`config.mk`:
```
export PLATFORM = sky130hd
export DESIGN_NAME = sdes_round_sequencer_flat
export DESIGN_NICKNAME = d
export VERILOG_FILES = /design/src/rtl/sdes_pkg.sv /design/src/rtl/sdes_round_sequencer_if.sv /design/src/rtl/sdes_round_f.sv /design/src/rtl/sdes_round_sequencer.sv /design/src/flat_wrapper.sv
export SDC_FILE = /design/constraint.sdc
export NUM_CORES = 1
export LEC_CHECK = 0
export CAP_MARGIN = 30
export CORE_MARGIN = 1.5
export CORE_UTILIZATION = 44
export CTS_CLUSTER_DIAMETER = 30
export DETAILED_ROUTE_END_ITERATION = 8
export PLACE_DENSITY = 0.67
export SLEW_MARGIN = 30
export SYNTH_ARGS = -nofsm -noshare
export SYNTH_HDL_FRONTEND = slang
export SYNTH_SLANG_ARGS = --single-unit
```
`constraint.sdc`:
```
create_clock -name clk -period 4.07 [get_ports clk]
set_clock_uncertainty 0.05 [all_clocks]
set_input_delay 0.814 -clock clk [delete_from_list [all_inputs] [get_ports clk]]
set_output_delay 0.814 -clock clk [all_outputs]
set_load 0.02 [all_outputs]
```
`src/rtl/sdes_pkg.sv`:
```
// sdes_pkg: shared types, S-box, bit-index tables and round-key helper for the Feistel sequencer
package sdes_pkg;
  typedef enum logic [1:0] {IDLE, RUN, DONE} state_t;
  localparam logic [3:0] S1 [64] = '{
    4'hE, 4'h4, 4'hD, 4'h1, 4'h2, 4'hF, 4'hB, 4'h8, 4'h3, 4'hA, 4'h6, 4'hC, 4'h5, 4'h9, 4'h0, 4'h7,
    4'h0, 4'hF, 4'h7, 4'h4, 4'hE, 4'h2, 4'hD, 4'h1, 4'hA, 4'h6, 4'hC, 4'hB, 4'h9, 4'h5, 4'h3, 4'h8,
    4'h4, 4'h1, 4'hE, 4'h8, 4'hD, 4'h6, 4'h2, 4'hB, 4'hF, 4'hC, 4'h9, 4'h7, 4'h3, 4'hA, 4'h5, 4'h0,
    4'hF, 4'hC, 4'h8, 4'h2, 4'h4, 4'h9, 4'h1, 4'h7, 4'h5, 4'hB, 4'h3, 4'hE, 4'hA, 4'h0, 4'h6, 4'hD
  };
  // source bit of R (or s) for each output bit, listed MSB first
  localparam int E_IDX [6] = '{3, 2, 2, 1, 1, 0};
  localparam int P_IDX [4] = '{2, 1, 3, 0};
  function automatic logic [5:0] round_key(input logic [11:0] k, input int i);
    return 6'({k, k} >> (18 - i));
  endfunction
endpackage

```
`src/rtl/sdes_round_sequencer_if.sv`:
```
// sdes_round_sequencer_if: request/result handshake bundle between requester and sequencer
interface sdes_round_sequencer_if;
  logic in_valid;
  logic in_ready;
  logic mode;
  logic [7:0] msg;
  logic [11:0] key;
  logic out_valid;
  logic out_ready;
  logic [7:0] cipher;
  logic busy;
  modport master (output in_valid, mode, msg, key, out_ready, input in_ready, out_valid, cipher, busy);
  modport slave (input in_valid, mode, msg, key, out_ready, output in_ready, out_valid, cipher, busy);
endinterface

```
`src/rtl/sdes_round_f.sv`:
```
// sdes_round_f: combinational Feistel round function F(K,R)
module sdes_round_f import sdes_pkg::*; (
  input  logic [5:0] k,
  input  logic [3:0] r,
  output logic [3:0] f
);
  logic [5:0] e, x;
  logic [3:0] s;
  for (genvar j = 0; j < 6; j++) assign e[5-j] = r[E_IDX[j]];
  assign x = e ^ k;
  assign s = S1[{x[5], x[0], x[4:1]}];
  for (genvar j = 0; j < 4; j++) assign f[3-j] = s[P_IDX[j]];
endmodule

```
`src/rtl/sdes_round_sequencer.sv`:
```
// sdes_round_sequencer: one-round-per-clock Feistel encrypt/decrypt controller
module sdes_round_sequencer import sdes_pkg::*; #(
  parameter int NROUNDS = 4,
  parameter int CTR_W   = 4
) (
  input logic clk,
  input logic rst,
  sdes_round_sequencer_if.slave bus
);
  localparam logic [CTR_W-1:0] LAST = CTR_W'(NROUNDS - 1);
  state_t state;
  logic [3:0] l, r, f;
  logic [11:0] key_q;
  logic mode_q;
  logic [CTR_W-1:0] ctr, idx;
  logic [5:0] k;
  assign idx = mode_q ? LAST - ctr : ctr;
  assign k = round_key(key_q, int'(idx));
  sdes_round_f u_f (.k(k), .r(r), .f(f));
  always_ff @(posedge clk) begin
    if (rst) begin
      state <= IDLE;
      bus.in_ready <= 1'b1;
      bus.out_valid <= 1'b0;
      bus.busy <= 1'b0;
      bus.cipher <= 8'h00;
      ctr <= '0;
      l <= '0;
      r <= '0;
      key_q <= '0;
      mode_q <= 1'b0;
    end else begin
      case (state)
        IDLE: if (bus.in_valid) begin
          l <= bus.msg[7:4];
          r <= bus.msg[3:0];
          key_q <= bus.key;
          mode_q <= bus.mode;
          ctr <= '0;
          state <= RUN;
          bus.in_ready <= 1'b0;
          bus.busy <= 1'b1;
        end
        RUN: begin
          l <= r;
          r <= l ^ f;
          ctr <= ctr == LAST ? '0 : ctr + 1'b1;
          // final swap undone: cipher = {new R, new L}
          if (ctr == LAST) begin
            state <= DONE;
            bus.out_valid <= 1'b1;
            bus.cipher <= {l ^ f, r};
          end
        end
        DONE: if (bus.out_ready) begin
          state <= IDLE;
          bus.out_valid <= 1'b0;
          bus.in_ready <= 1'b1;
          bus.busy <= 1'b0;
        end
        default: state <= IDLE;
      endcase
    end
  end
endmodule

```
`src/flat_wrapper.sv`:
```
// flat-port wrapper written by rule: the top's interface ports become plain ports
module sdes_round_sequencer_flat import sdes_pkg::*;
#(
  parameter int NROUNDS = 4,
  parameter int CTR_W   = 4
)
  (clk, rst, bus_in_valid, bus_mode, bus_msg, bus_key, bus_out_ready, bus_in_ready, bus_out_valid, bus_cipher, bus_busy);
  sdes_round_sequencer_if bus_i ();
  input logic clk;
  input logic rst;
  input wire logic [$bits(bus_i.in_valid)-1:0] bus_in_valid;
  input wire logic [$bits(bus_i.mode)-1:0] bus_mode;
  input wire logic [$bits(bus_i.msg)-1:0] bus_msg;
  input wire logic [$bits(bus_i.key)-1:0] bus_key;
  input wire logic [$bits(bus_i.out_ready)-1:0] bus_out_ready;
  output wire logic [$bits(bus_i.in_ready)-1:0] bus_in_ready;
  output wire logic [$bits(bus_i.out_valid)-1:0] bus_out_valid;
  output wire logic [$bits(bus_i.cipher)-1:0] bus_cipher;
  output wire logic [$bits(bus_i.busy)-1:0] bus_busy;
  assign bus_i.in_valid = bus_in_valid;
  assign bus_i.mode = bus_mode;
  assign bus_i.msg = bus_msg;
  assign bus_i.key = bus_key;
  assign bus_i.out_ready = bus_out_ready;
  assign bus_in_ready = bus_i.in_ready;
  assign bus_out_valid = bus_i.out_valid;
  assign bus_cipher = bus_i.cipher;
  assign bus_busy = bus_i.busy;
  sdes_round_sequencer #(.NROUNDS(NROUNDS), .CTR_W(CTR_W)) u_core (.clk(clk), .rst(rst), .bus(bus_i));
endmodule
```
==> metrics.csv <==
metric,value,unit
n_diodes,0,
Final nets,583,
WL per Instance,16.9,µm
chip width,93.7,µm
Final WS setup,0.192,ns
TritonRoute pass-1 iters,5,
Synth Area in Adders,3.46,%
first-pass GRT wire length,17.8,mm
Die Area,0.00878,mm²
root buf cell,clkbuf_8,
buffers added on ports,35,
register area share after synthesis,21.0,%
Cell variety after synth,80,
"CTS clk-pin slew, worst paths",0.09,ns
vias post-DR,3924,
Final Setup Violations,0,
total CTS buffers,5,
Gate power share,55.6,%
CTS Hold Bufs,0,
FF-to-FF path depth,14,
"Hold Vio Cnt, Final",0,
Bufs on Longest Clock Path,2,
post-DR vias/cell,6.03,
Setup TNS,0,ns
Worst Setup End Kind,flop,
status,completed,
DRT antenna net count,0,
Switching Power,0.758,mW
crit path time final,3.88,ns
worst rel slew slack,59.2,%
critical-path cell list,ha_4 -> mux2i_1 -> o21ai_0 -> a211o_1 -> and4_4 -> nor2_4 -> clkinv_4 -> ha_1 -> nor3_2 -> o311ai_2 -> a221o_1 -> nor4bb_4 -> or4_1 -> nand3_1,
gr ovfl total,0,
power per cell area,395,mW/mm²
Synth Area in XOR/XNOR,3.11,%
synthesized instance count,477,
slowest cell delay on critical path,0.41,ns
CP Launch Type,flop,
Worst EP arrival,4.06,ns
DIE HEIGHT,93.7,µm
Seq pwr share,23.1,%
residual DRC count,0,
main combinational cell family by area after synthesis,compound AO/OA/AOI/OAI gates,
max capacitance violation total,0,
critical path's slowest cell,or4_1,
async set or reset register ratio after synthesis,0,%
vias in the first global route,3666,
worst path required time,4.26,ns
Int Power,1.11,mW
largest net degree at the start of global routing,25,
Sink Count,38,
Mapped Nets,512,
worst hold slack,0.413,ns
share of cells above drive strength 1,23.9,%
depth of the CTS H-tree,2,
ys flop type,dfxtp_1,
switching portion of total power,40.5,%
worst vdd ir,190,µV
transition time of the tightest slew-check pin,0.611,ns
most frequent cells in the layout,"nand2_1 (70), buf_4 (55), a21oi_1 (45)",
CP Class,reg2reg,
"commonest non-fill, non-tap cell in the layout",nand2_1,
core outline area,0.00785,mm²
overall routed net length,11.0,mm
"FF+latch count, synth",38,
CTS tree,built,
synthesized area,0.00362,mm²
leakage power,1.79,nW
maximum fanout along the worst path,10,
clk_lat worst skew,0.30,ns
dpl cell area,0.00434,mm²
DRT iter0 DRCs,219,
compound-gate portion of the synthesized area,30.5,%
mux share of post-synthesis cell area,11.2,%
GR Util All Layers,25.2,%
worst hold stages,2,
hpwl dp,8.38,mm
Syn. warnings,0,
gpl congestion,0.973,
initial antenna violation count,0,
Initial Util,46.1,%
Hold Crit Class,reg2reg,
Area Overhead vs Synth,30.9,%
Post-synth EDFFs,0,
syn_area_per_cell,7.59,µm²
f_max,0.258,GHz
Post-Synth Simple-Gate Area,25.5,%
final period utilization,95.3,%
Final Slew Violations,0,
Post-Place Worst Slack,-0.125,ns
IO Count,36,
Clock Power Share,21.3,%
design area,0.00474,mm²
num rows,32,
[per-stage QoR]
| stage | power (mW) | cells | utilization (%) |
|---|---|---|---|
| after floorplan | 1.07 | 477 | - |
| after global placement | 1.39 | 634 | 55.3 |
| after detailed placement | 1.38 | 634 | 55.3 |
| after CTS | 1.79 | 642 | 57.2 |
| after global routing | 1.98 | 651 | 60.4 |
| final | 1.87 | 651 | 60.4 |
[final cells by class]
cell class / count / area (µm²)
multi-input combinational: 395 / 2840
clock inverter: 3 / 68.8
clock buffer: 5 / 68.8
sequential: 38 / 764
tap: 102 / 128
timing repair buffer: 94 / 817
inverter: 14 / 57.6
fill: 744 / 3110
[cell usage after synthesis (6+ instances only)]
master	count	area, µm²
o211ai_1	8	60.1
inv_1	13	48.8
buf_2	8	40.0
dfxtp_1	38	761
ha_1	10	125
clkbuf_1	17	63.8
mux2i_1	27	270
a211oi_1	14	105
nand2_1	70	263
nor2_1	39	146
o21ai_0	16	80.1
nor3_1	11	55.1
a22oi_1	7	52.6
a21oi_1	45	225
a21o_1	6	45.0
nand3_1	23	115
mux2_2	8	90.1
[state kept, by name (all words and copies together), names as in the netlist]
signal                count
u_core.bus.busy           1
u_core.bus.cipher         8
u_core.bus.in_ready       1
u_core.bus.out_valid      1
u_core.ctr                4
u_core.key_q             12
u_core.l                  4
u_core.mode_q             1
u_core.r                  4
u_core.state              2
[power groups by stage]
stage | Sequential [mW] | Clock [mW] | Combinational [mW]
floorplan | 0.424 | 0 | 0.644
global placement | 0.438 | 0 | 0.949
detailed placement | 0.438 | 0 | 0.941
CTS | 0.430 | 0.405 | 0.960
global route | 0.435 | 0.420 | 1.13
finish | 0.432 | 0.398 | 1.04
[worst paths after layout]
check | slack, ns | start | to
max | 0.19 | u_core.ctr[1] | u_core.bus.cipher[4]
max reg2reg | 0.19 | u_core.ctr[1] | u_core.bus.cipher[4]
min | 0.41 | u_core.bus.cipher[1] | u_core.bus.cipher[1]
min reg2reg | 0.41 | u_core.bus.cipher[1] | u_core.bus.cipher[1]
[critical path: cells and delay by family, from the launching register on]
family,cells,cell delay (ns)
AO/OA/AOI/OAI,4,0.93
buffers and inverters,1,0.15
AND/OR/NAND/NOR,6,1.36
multiplexers,1,0.35
adder cells (fa/ha/maj),2,0.63
flip-flops,1,0.35
[cell families after synthesis]
family	count (synthesis)
buffers and inverters	44
XOR/XNOR	9
AND/OR/NAND/NOR	185
adder cells (fa/ha/maj)	10
multiplexers	37
AO/OA/AOI/OAI	154
flip-flops	38
[per-layer routing]
layer  up-vias  wire (µm)  part of all wire [%]  global-route usage, %
met1      1894       5460                    50                   35.6
met2        92       5030                    46                   41.4
li1       1928          -                     -                      -
met5         -          0                     0                      0
met3        10        462                   4.2                   3.96
met4         0         77                  0.70                   2.99
[repair_timing]
item | CTS | global route
endpoints found under the hold margin | 0 | 0
setup endpoints to repair | 4 | 8
gates cloned | 0 | 0
gates resized for setup | 3 | 34
pin swaps | 0 | 16
setup buffers | 0 | 9
(Power assumes the default switching activity.)
